===== src/rtl/alu_result_writeback_if.sv =====
// ---------------------------------------------------------------------------
// alu_result_writeback_if
// Handshake bundle that carries one ALU result into the write-back sequencer.
//
//   in_valid  producer -> sequencer   result valid this cycle
//   in_ready  sequencer -> producer   sequencer can accept a result
//   alu_op    producer -> sequencer   ALUOp that produced the result
//   lower     producer -> sequencer   ALU Lower result
//   upper     producer -> sequencer   ALU Upper result
//   dst_lo    producer -> sequencer   destination register for Lower
//   dst_hi    producer -> sequencer   destination register for Upper
//
// master = ALU side (producer), slave = write-back sequencer.
// ---------------------------------------------------------------------------
interface alu_result_writeback_if #(
    parameter int DATA_W = 16,
    parameter int ADDR_W = 4
);
    logic              in_valid;
    logic              in_ready;
    logic [3:0]        alu_op;
    logic [DATA_W-1:0] lower;
    logic [DATA_W-1:0] upper;
    logic [ADDR_W-1:0] dst_lo;
    logic [ADDR_W-1:0] dst_hi;

    modport master (
        output in_valid, alu_op, lower, upper, dst_lo, dst_hi,
        input  in_ready
    );

    modport slave (
        input  in_valid, alu_op, lower, upper, dst_lo, dst_hi,
        output in_ready
    );
endinterface


===== src/rtl/alu_result_writeback.sv =====
// ---------------------------------------------------------------------------
// alu_result_writeback
// Write-back sequencer on the ALU result side. Accepts one ALU result per
// handshake and turns it into writes on the register file's single write
// port. Divide and swap produce two results and take two consecutive write
// cycles (Lower to dst_lo, then Upper to dst_hi); every other defined op
// takes one write. Also keeps zero flags for the last Lower/Upper written.
//
// Ports:
//   clk       in   rising-edge clock
//   rst       in   asynchronous active-low reset (0 = reset)
//   res       slave modport of alu_result_writeback_if (result handshake)
//   rf_we     out  register file write enable (registered)
//   rf_waddr  out  register file write address (registered)
//   rf_wdata  out  register file write data (registered)
//   zero      out  [0] last Lower written was 0, [1] last Upper written was 0
//   op_err    out  one-cycle pulse when an undefined alu_op is accepted
// ---------------------------------------------------------------------------
module alu_result_writeback #(
    parameter int DATA_W = 16,
    parameter int ADDR_W = 4
) (
    input  logic                 clk,
    input  logic                 rst,
    alu_result_writeback_if.slave res,
    output logic                 rf_we,
    output logic [ADDR_W-1:0]    rf_waddr,
    output logic [DATA_W-1:0]    rf_wdata,
    output logic [1:0]           zero,
    output logic                 op_err
);

    typedef enum logic [1:0] {
        IDLE  = 2'd0,
        WR_LO = 2'd1,
        WR_HI = 2'd2
    } state_t;

    state_t            state;
    logic              hi_pend;
    logic [DATA_W-1:0] hold_hi;
    logic [ADDR_W-1:0] hold_addr;

    logic accept;
    logic op_single;
    logic op_double;

    // A pending Upper write owns the write port on the next edge, so the
    // producer is held off for exactly that one cycle.
    assign res.in_ready = !hi_pend;
    assign accept       = res.in_valid && !hi_pend;

    // Decode the op into single-write, double-write or undefined.
    always_comb begin
        op_single = 1'b0;
        op_double = 1'b0;
        case (res.alu_op)
            4'b0000, 4'b0001, 4'b0100,
            4'b0111, 4'b1001, 4'b1011: op_single = 1'b1;
            4'b0101, 4'b1000:          op_double = 1'b1;
            default: ;
        endcase
    end

    // Sequencer: a new accept always issues the Lower write; otherwise a
    // pending Upper write is issued; otherwise the port goes idle while
    // address and data keep their last values.
    always_ff @(posedge clk or negedge rst) begin
        if (!rst) begin
            state     <= IDLE;
            hi_pend   <= 1'b0;
            hold_hi   <= '0;
            hold_addr <= '0;
            rf_we     <= 1'b0;
            rf_waddr  <= '0;
            rf_wdata  <= '0;
            zero      <= 2'b00;
            op_err    <= 1'b0;
        end else begin
            op_err <= 1'b0;
            if (accept) begin
                if (op_single || op_double) begin
                    rf_we    <= 1'b1;
                    rf_waddr <= res.dst_lo;
                    rf_wdata <= res.lower;
                    zero[0]  <= (res.lower == '0);
                    state    <= WR_LO;
                    if (op_double) begin
                        hold_hi   <= res.upper;
                        hold_addr <= res.dst_hi;
                        hi_pend   <= 1'b1;
                    end
                end else begin
                    rf_we  <= 1'b0;
                    op_err <= 1'b1;
                    state  <= IDLE;
                end
            end else if (state == WR_LO && hi_pend) begin
                rf_we    <= 1'b1;
                rf_waddr <= hold_addr;
                rf_wdata <= hold_hi;
                zero[1]  <= (hold_hi == '0);
                hi_pend  <= 1'b0;
                state    <= WR_HI;
            end else begin
                rf_we <= 1'b0;
                state <= IDLE;
            end
        end
    end

endmodule


===== src/flat_wrapper.sv =====
// flat-port wrapper written by rule: the top's interface ports become plain ports
module alu_result_writeback_flat 
#(
    parameter int DATA_W = 16,
    parameter int ADDR_W = 4
)
  (clk, rst, rf_we, rf_waddr, rf_wdata, zero, op_err, res_in_valid, res_alu_op, res_lower, res_upper, res_dst_lo, res_dst_hi, res_in_ready);
  alu_result_writeback_if #(.DATA_W(DATA_W), .ADDR_W(ADDR_W)) res_i ();
  input  logic clk;
  input  logic rst;
  output logic rf_we;
  output logic [ADDR_W-1:0] rf_waddr;
  output logic [DATA_W-1:0] rf_wdata;
  output logic [1:0] zero;
  output logic op_err;
  input wire logic [$bits(res_i.in_valid)-1:0] res_in_valid;
  input wire logic [$bits(res_i.alu_op)-1:0] res_alu_op;
  input wire logic [$bits(res_i.lower)-1:0] res_lower;
  input wire logic [$bits(res_i.upper)-1:0] res_upper;
  input wire logic [$bits(res_i.dst_lo)-1:0] res_dst_lo;
  input wire logic [$bits(res_i.dst_hi)-1:0] res_dst_hi;
  output wire logic [$bits(res_i.in_ready)-1:0] res_in_ready;
  assign res_i.in_valid = res_in_valid;
  assign res_i.alu_op = res_alu_op;
  assign res_i.lower = res_lower;
  assign res_i.upper = res_upper;
  assign res_i.dst_lo = res_dst_lo;
  assign res_i.dst_hi = res_dst_hi;
  assign res_in_ready = res_i.in_ready;
  alu_result_writeback #(.DATA_W(DATA_W), .ADDR_W(ADDR_W)) u_core (.clk(clk), .rst(rst), .res(res_i), .rf_we(rf_we), .rf_waddr(rf_waddr), .rf_wdata(rf_wdata), .zero(zero), .op_err(op_err));
endmodule

===== config.mk =====
export PLATFORM = sky130hd
export DESIGN_NAME = alu_result_writeback_flat
export DESIGN_NICKNAME = d
export VERILOG_FILES = /design/src/rtl/alu_result_writeback_if.sv /design/src/rtl/alu_result_writeback.sv /design/src/flat_wrapper.sv
export SDC_FILE = /design/constraint.sdc
export NUM_CORES = 1
export LEC_CHECK = 0
export CAP_MARGIN = 0
export CELL_PAD_IN_SITES_DETAIL_PLACEMENT = 0
export CELL_PAD_IN_SITES_GLOBAL_PLACEMENT = 1
export CORE_AREA = 2 2 82 84
export CTS_CLUSTER_DIAMETER = 60
export DETAILED_ROUTE_END_ITERATION = 6
export DIE_AREA = 0 0 84 86
export GPL_ROUTABILITY_DRIVEN = 0
export PLACE_DENSITY_LB_ADDON = 0.1
export SLEW_MARGIN = 25
export SYNTH_ARGS = -nofsm -noshare
export SYNTH_HDL_FRONTEND = slang
export SYNTH_SLANG_ARGS = --single-unit

===== constraint.sdc =====
create_clock -name clk -period 2 [get_ports clk]
set_input_delay 0.2 -clock clk [delete_from_list [all_inputs] [get_ports clk]]
set_output_delay 0.2 -clock clk [all_outputs]
set_load 0.02 [all_outputs]

==> flow_metrics.env, run 1 <==
export IMPL_slew_headroom_pct=63.0
export IMPL_grt_pass1_vias=1690
export IMPL_area_growth_syn_to_layout_pct=44.4
export IMPL_dieArea_sq_um=7220
export IMPL_maxCapViolCount=0
export IMPL_fp_row_count=29
export IMPL_fillers=637
export IMPL_ioPinCount=72
export IMPL_grt_first_pass_wirelength_mm=8.40
export IMPL_via_per_inst=4.65
export IMPL_synth_area_leaders="dfrtp_1 (57%), mux2_2 (10%), a221oi_1 (8.4%)"
export IMPL_crit_chain="clkdlybuf4s50_1, or3b_1, a211oi_4, buf_12, mux2_2"
export IMPL_ir_worst_vdd_v=0.000448
export IMPL_cts_tree="done"
export IMPL_clock_latency_ns=0.30
export IMPL_fin_skew_ns=0.00924
export IMPL_multi_input_area_sq_um=679
export IMPL_dpl_hpwl_mm=3.70
export IMPL_synth_largest_area_cell="dfrtp_1"
export IMPL_grt_util_all_layers_pct=14.8
export IMPL_syn_inst=186
export IMPL_seq_area_sq_um=1180
export IMPL_route_vias_total=1600
export IMPL_synth_top_area_share_pct=56.7
export IMPL_yosysWarnings=0
export IMPL_grt_overflow=0
export IMPL_n_antenna_cell=0
export IMPL_setup_violations_final=0
export IMPL_crit_family="buffers and inverters"
export IMPL_cp_slowest_stage_delay_ns=0.50
export IMPL_ys_ff_latch=47
export IMPL_dpl_cell_count=335
export IMPL_die_h_microns=86
export IMPL_crit_slowest_cell="clkdlybuf4s50_1"
export IMPL_crit_path_end_kind="register"
export IMPL_cts_resized_gates=0
export IMPL_die_w_microns=84
export IMPL_clk_pin_slew_ns=0.09
export IMPL_final_cell_count_no_fill=344
export IMPL_htreeDepth=2
export IMPL_holdWs_ns=0.401
export IMPL_totalWireLength_mm=4.93
export IMPL_ys_types=23
export IMPL_arrival_ns=1.98
export IMPL_cts_sinks=47
export IMPL_outcome="finished clean"
export IMPL_io_buffers=71
export IMPL_nets=313
export IMPL_wire_per_inst_microns=14.3
export IMPL_drive_gt1_share_pct=14.6
export IMPL_synth_nets=233
export IMPL_first_iter_violations=30
export IMPL_ys_seq_area_share_pct=56.7
export IMPL_core_sq_um=6280
export IMPL_ant_nets=0
export IMPL_layout_worst_path_cycle_share_pct=90.1
export IMPL_final_max_slew_viol_count=0
export IMPL_grt_max_degree=24
export IMPL_cts_buffers=5
export IMPL_antenna_found_initial=0
export IMPL_start_util_pct=33.1
export IMPL_syn_area_sq_um=2080
export IMPL_fmax_mhz=555
export IMPL_avgSynthCellArea_sq_um=11.2
export IMPL_critPathMaxFanout=21
export IMPL_rsz0062_at_grt="no"
export IMPL_path_buf_inv=2
export IMPL_hold_viol=0
export IMPL_crit_type="in -> reg"
export IMPL_min_path_type="in -> async"
export IMPL_worst_pin_slew_ns=0.550
export IMPL_drtPass1Iterations=4
export IMPL_p_leak_nw=1.39
export IMPL_cts_buffer_depth=2
export IMPL_power_density_nw_per_um2=1050
export IMPL_period_needed_ns=1.80
export IMPL_start_kind="primary input"
export IMPL_cts_root_buf="clkbuf_8"
export IMPL_drc_errors=0
export IMPL_required_ns=2.18
==> worst register-to-register path, delay by kind of cell, from the launching register on <==
family | cells | cell delay [ns]
simple gates | 1 | 0.21
mux | 1 | 0.35
buf+inv | 1 | 0.21
flops | 1 | 0.43
compound gates | 1 | 0.22
==> area by class of cell <==
cell class | instances | share of cell area (%)
sequential | 47 | 39.2
timing repair buffer | 81 | 26.5
multi-input combinational | 87 | 22.7
inverter | 44 | 5.51
tap | 77 | 3.21
clock buffer | 6 | 2.42
clock inverter | 2 | 0.417
==> synth_stat cells (all sizes together) <==
| master | instances |
|---|---|
| a221oi | 20 |
| mux2i | 1 |
| a21o | 1 |
| clkbuf | 2 |
| nand4 | 2 |
| dfrtp | 47 |
| or3b | 2 |
| buf | 6 |
| nand2 | 2 |
| nor2b | 1 |
| inv | 44 |
| o21ai | 1 |
| a211oi | 1 |
| nand2b | 3 |
| mux2 | 20 |
| a41oi | 1 |
| a31oi | 1 |
| nor4 | 8 |
| nor2 | 20 |
| nand3b | 2 |
| and4 | 1 |
==> per-layer routing <==
metal / track usage, % / share of wire, %
met5: 0 / 0
met3: 3.95 / 5.0
met2: 23.8 / 47
met1: 20.1 / 48
met4: 3.52 / 0.28
==> cell usage in the layout (no fill, tap or decap), drive strengths merged <==
cell type and count:
clkbuf 6, or3b 2, and4 1, a21o 1, dlygate4sd3 1, dfrtp 47
nand4 2, buf 10, a31oi 1, mux2i 1, clkinv 1, clkdlybuf4s50 70
clkinvlp 1, nand2b 3, mux2 20, a41oi 1, nand2 2, nor4 8
inv 44, o21ai 1, nand3b 2, a211oi 1, nor2b 1, nor2 20
a221oi 20
==> sequential cells by signal, summed over array words and instances, names as in the netlist <==
signal,count
u_core.op_err,1
u_core.zero,2
u_core.hold_addr,4
u_core.rf_we,1
u_core.hold_hi,16
u_core.state,2
u_core.rf_wdata,16
u_core.rf_waddr,4
u_core.hi_pend,1
==> stage by stage <==
step | setup slack (ns) | setup TNS [ns] | utilization, % | power, mW | area, sq um
after CTS | 0.213 | 0 | 47.8 | 3.19 | 3000
after floorplan | 0.463 | 0 | - | 2.04 | 2080
after global routing | 0.142 | 0 | 47.8 | 3.37 | 3000
after global placement | -0.0869 | -1.71 | 46.2 | 2.61 | 2900
after detailed placement | -0.0877 | -1.51 | 46.2 | 2.62 | 2900
final | 0.199 | 0 | 47.8 | 3.14 | 3000
==> repair_timing <==
action                    4_1_cts  5_1_grt
hold buffers                    1        0
hold endpoints to repair       21        0
setup buffers                   0        0
==> report_power, final <==
| part | leakage [nW] | total (mW) | switching [mW] | internal, mW |
|---|---|---|---|---|
| combinational | 0.793 | 1.13 | 0.509 | 0.617 |
| clock | 0.0412 | 0.559 | 0.315 | 0.245 |
| sequential | 0.555 | 1.45 | 0.196 | 1.26 |
| total | 1.39 | 3.14 | 1.02 | 2.12 |
==> final timing paths <==
kind                           startpoint                 end  slack [ns]  cells past startpoint
max in group asynchronous             rst  u_core.rf_wdata[8]        1.01                      3
min reg2reg                u_core.zero[1]      u_core.zero[1]        0.49                      2
min                                   rst  u_core.rf_wdata[1]        0.40                      2
min in group clk            res_dst_lo[1]  u_core.rf_waddr[1]        0.45                      3
max reg2reg                u_core.hi_pend   u_core.hold_hi[8]        0.48                      4
max                         res_alu_op[3]   u_core.hold_hi[8]        0.20                      5
==> cells by family (layout without fill, tap and decap cells) <==
logic type / after synthesis / count (layout) / synth area share (%)
buf+inv: 52 / 133 / 11.0
simple gates: 41 / 41 / 10.3
mux: 21 / 21 / 11.3
compound gates: 25 / 25 / 10.7
flops: 47 / 47 / 56.7
Note: power is estimated with default switching activity, not from simulation.
==> run 2, diff against run 1 <==
==> constraint.sdc (replaced) <==
create_clock -name clk -period 2 [get_ports clk]
set_input_delay 0.2 -clock clk [delete_from_list [all_inputs] [get_ports clk]]
set_output_delay 0.2 -clock clk [all_outputs]
set_load 0.01 [all_outputs]
==> results of run 2 <==
Same layout as run 1 (identical final DEF). Status: finished clean.
Among the figures that moved: total power 3.14 mW -> 3.01 mW; worst IR drop on VDD 0.000448 V -> 0.000419 V
==> run 3, diff against run 2 <==
--- a/config.mk
+++ b/config.mk
@@ -13,7 +13,9 @@
 export DETAILED_ROUTE_END_ITERATION = 6
 export DIE_AREA = 0 0 84 86
 export GPL_ROUTABILITY_DRIVEN = 0
+export HOLD_SLACK_MARGIN = 0.1
 export PLACE_DENSITY_LB_ADDON = 0.1
+export RECOVER_POWER = 50
 export SLEW_MARGIN = 25
 export SYNTH_ARGS = -nofsm -noshare
 export SYNTH_HDL_FRONTEND = slang
==> flow_metrics.env, run 3 (same netlist as run 1, synthesis figures left out) <==
export IMPL_cts_sinks=47
export IMPL_start_util_pct=33.1
export IMPL_htreeDepth=2
export IMPL_cts_root_buf="clkbuf_8"
export IMPL_drtPass1Iterations=4
export IMPL_crit_type="in -> reg"
export IMPL_cts_buffer_depth=2
export IMPL_n_antenna_cell=0
export IMPL_clk_pin_slew_ns=0.09
export IMPL_cts_tree="done"
export IMPL_arrival_ns=1.98
export IMPL_maxCapViolCount=0
export IMPL_worst_pin_slew_ns=1.21
export IMPL_crit_slowest_cell="clkdlybuf4s50_1"
export IMPL_min_path_type="in -> reg"
export IMPL_fmax_mhz=555
export IMPL_finalWorstSetupSlack_ns=0.199
export IMPL_final_setup_tns_ns=0
export IMPL_final_util_pct=47.7
export IMPL_cts_resized_gates=0
export IMPL_slew_headroom_pct=19.2
export IMPL_antenna_found_initial=0
export IMPL_fin_skew_ns=0.00927
export IMPL_wire_per_inst_microns=14.3
export IMPL_required_ns=2.18
export IMPL_area_growth_syn_to_layout_pct=44.2
export IMPL_outcome="finished clean"
export IMPL_mostFrequentLayoutCells="clkdlybuf4s50_1 (63), dfrtp_1 (47), inv_1 (44)"
export IMPL_totalWireLength_mm=4.93
export IMPL_mostFrequentLayoutCell="clkdlybuf4s50_1"
export IMPL_grt_pass1_vias=1690
export IMPL_period_needed_ns=1.80
export IMPL_ant_nets=0
export IMPL_grt_util_all_layers_pct=14.8
export IMPL_die_h_microns=86
export IMPL_critPathMaxFanout=21
export IMPL_hold_viol=0
export IMPL_clock_latency_ns=0.30
export IMPL_fillers=638
export IMPL_first_iter_violations=30
export IMPL_setup_violations_final=0
export IMPL_route_vias_total=1601
export IMPL_dieArea_sq_um=7220
export IMPL_rsz0062_at_grt="no"
export IMPL_dpl_cell_count=335
export IMPL_crit_chain="clkdlybuf4s50_1, or3b_1, a211oi_4, buf_12, mux2_2"
export IMPL_start_kind="primary input"
export IMPL_core_sq_um=6280
export IMPL_final_cell_count_no_fill=344
export IMPL_drc_errors=0
export IMPL_dpl_hpwl_mm=3.70
export IMPL_path_buf_inv=2
export IMPL_layout_worst_path_cycle_share_pct=90.1
export IMPL_grt_max_degree=24
export IMPL_ir_worst_vdd_v=0.000419
export IMPL_finalPower_mw=2.99
export IMPL_ioPinCount=72
export IMPL_power_density_nw_per_um2=998
export IMPL_grt_first_pass_wirelength_mm=8.40
export IMPL_fp_row_count=29
export IMPL_crit_family="buffers and inverters"
export IMPL_grt_overflow=0
export IMPL_via_per_inst=4.65
export IMPL_nets=313
export IMPL_p_leak_nw=1.38
export IMPL_cts_buffers=5
export IMPL_io_buffers=71
export IMPL_cp_slowest_stage_delay_ns=0.50
export IMPL_die_w_microns=84
export IMPL_crit_path_end_kind="register"
export IMPL_dp_slack_ns=-0.0877
export IMPL_drive_gt1_share_pct=13.9
export IMPL_postPlaceCellArea_sq_um=2900
export IMPL_largest_registers="u_core.hold_hi: 16 flops, u_core.rf_wdata: 16 flops"
export IMPL_holdWs_ns=0.452
export IMPL_fin_area_sq_um=2990
export IMPL_final_max_slew_viol_count=0
==> run 3: changes by cell type in the layout (fill, tap and decap cells not counted) <==
| cell | previous run | this run |
|---|---|---|
| clkdlybuf4s50_1 | 70 | 63 |
| dlygate4sd3_1 | 1 | 8 |
| clkbuf_1 | 1 | 3 |
| buf_2 | 1 | 0 |
| buf_4 | 8 | 7 |
==> run 3: routing by layer <==
metal	wire length, microns	track usage, %	up-vias
met2	2310	23.8	41
met4	14	3.52	0
li1	-	-	789
met5	0	0	-
met1	2370	20.1	769
met3	234	3.95	2
==> run 3: worst paths after layout <==
check	startpoint	to	slack [ns]	cells past startpoint
max	res_alu_op[3]	u_core.hold_hi[8]	0.20	5
min	res_dst_lo[1]	u_core.rf_waddr[1]	0.45	3
max reg2reg	u_core.hi_pend	u_core.rf_waddr[0]	0.47	5
min reg2reg	u_core.zero[1]	u_core.zero[1]	0.49	2
max in group asynchronous	rst	u_core.rf_wdata[8]	0.48	3
min in group asynchronous	rst	u_core.rf_wdata[1]	0.68	2
==> run 3: cell type report <==
class / instances / area [sq um] / share of cell area (%)
sequential: 47 / 1180 / 39.3
timing repair buffer: 81 / 791 / 26.4
multi-input combinational: 87 / 679 / 22.7
inverter: 44 / 165 / 5.52
tap: 77 / 96.3 / 3.22
clock buffer: 6 / 72.6 / 2.42
clock inverter: 2 / 12.5 / 0.418
==> run 3: worst reg2reg max path, cell delays in order, from the launching register on <==
cell,delay (ns)
dfrtp_1,0.43
nand3b_1,0.15
inv_1,0.08
a41oi_2,0.18
clkbuf_1,0.41
a221oi_1,0.16
==> run 3: timing repair <==
action                                 4_1_cts  5_1_grt
endpoints found under the hold margin       21        0
buffers inserted                             0        0
hold buffers                                 1        0
==> run 3: power breakdown <==
group	internal [mW]	switching, mW	total [mW]
logic	0.596	0.378	0.974
clock network	0.245	0.315	0.559
registers	1.26	0.194	1.45
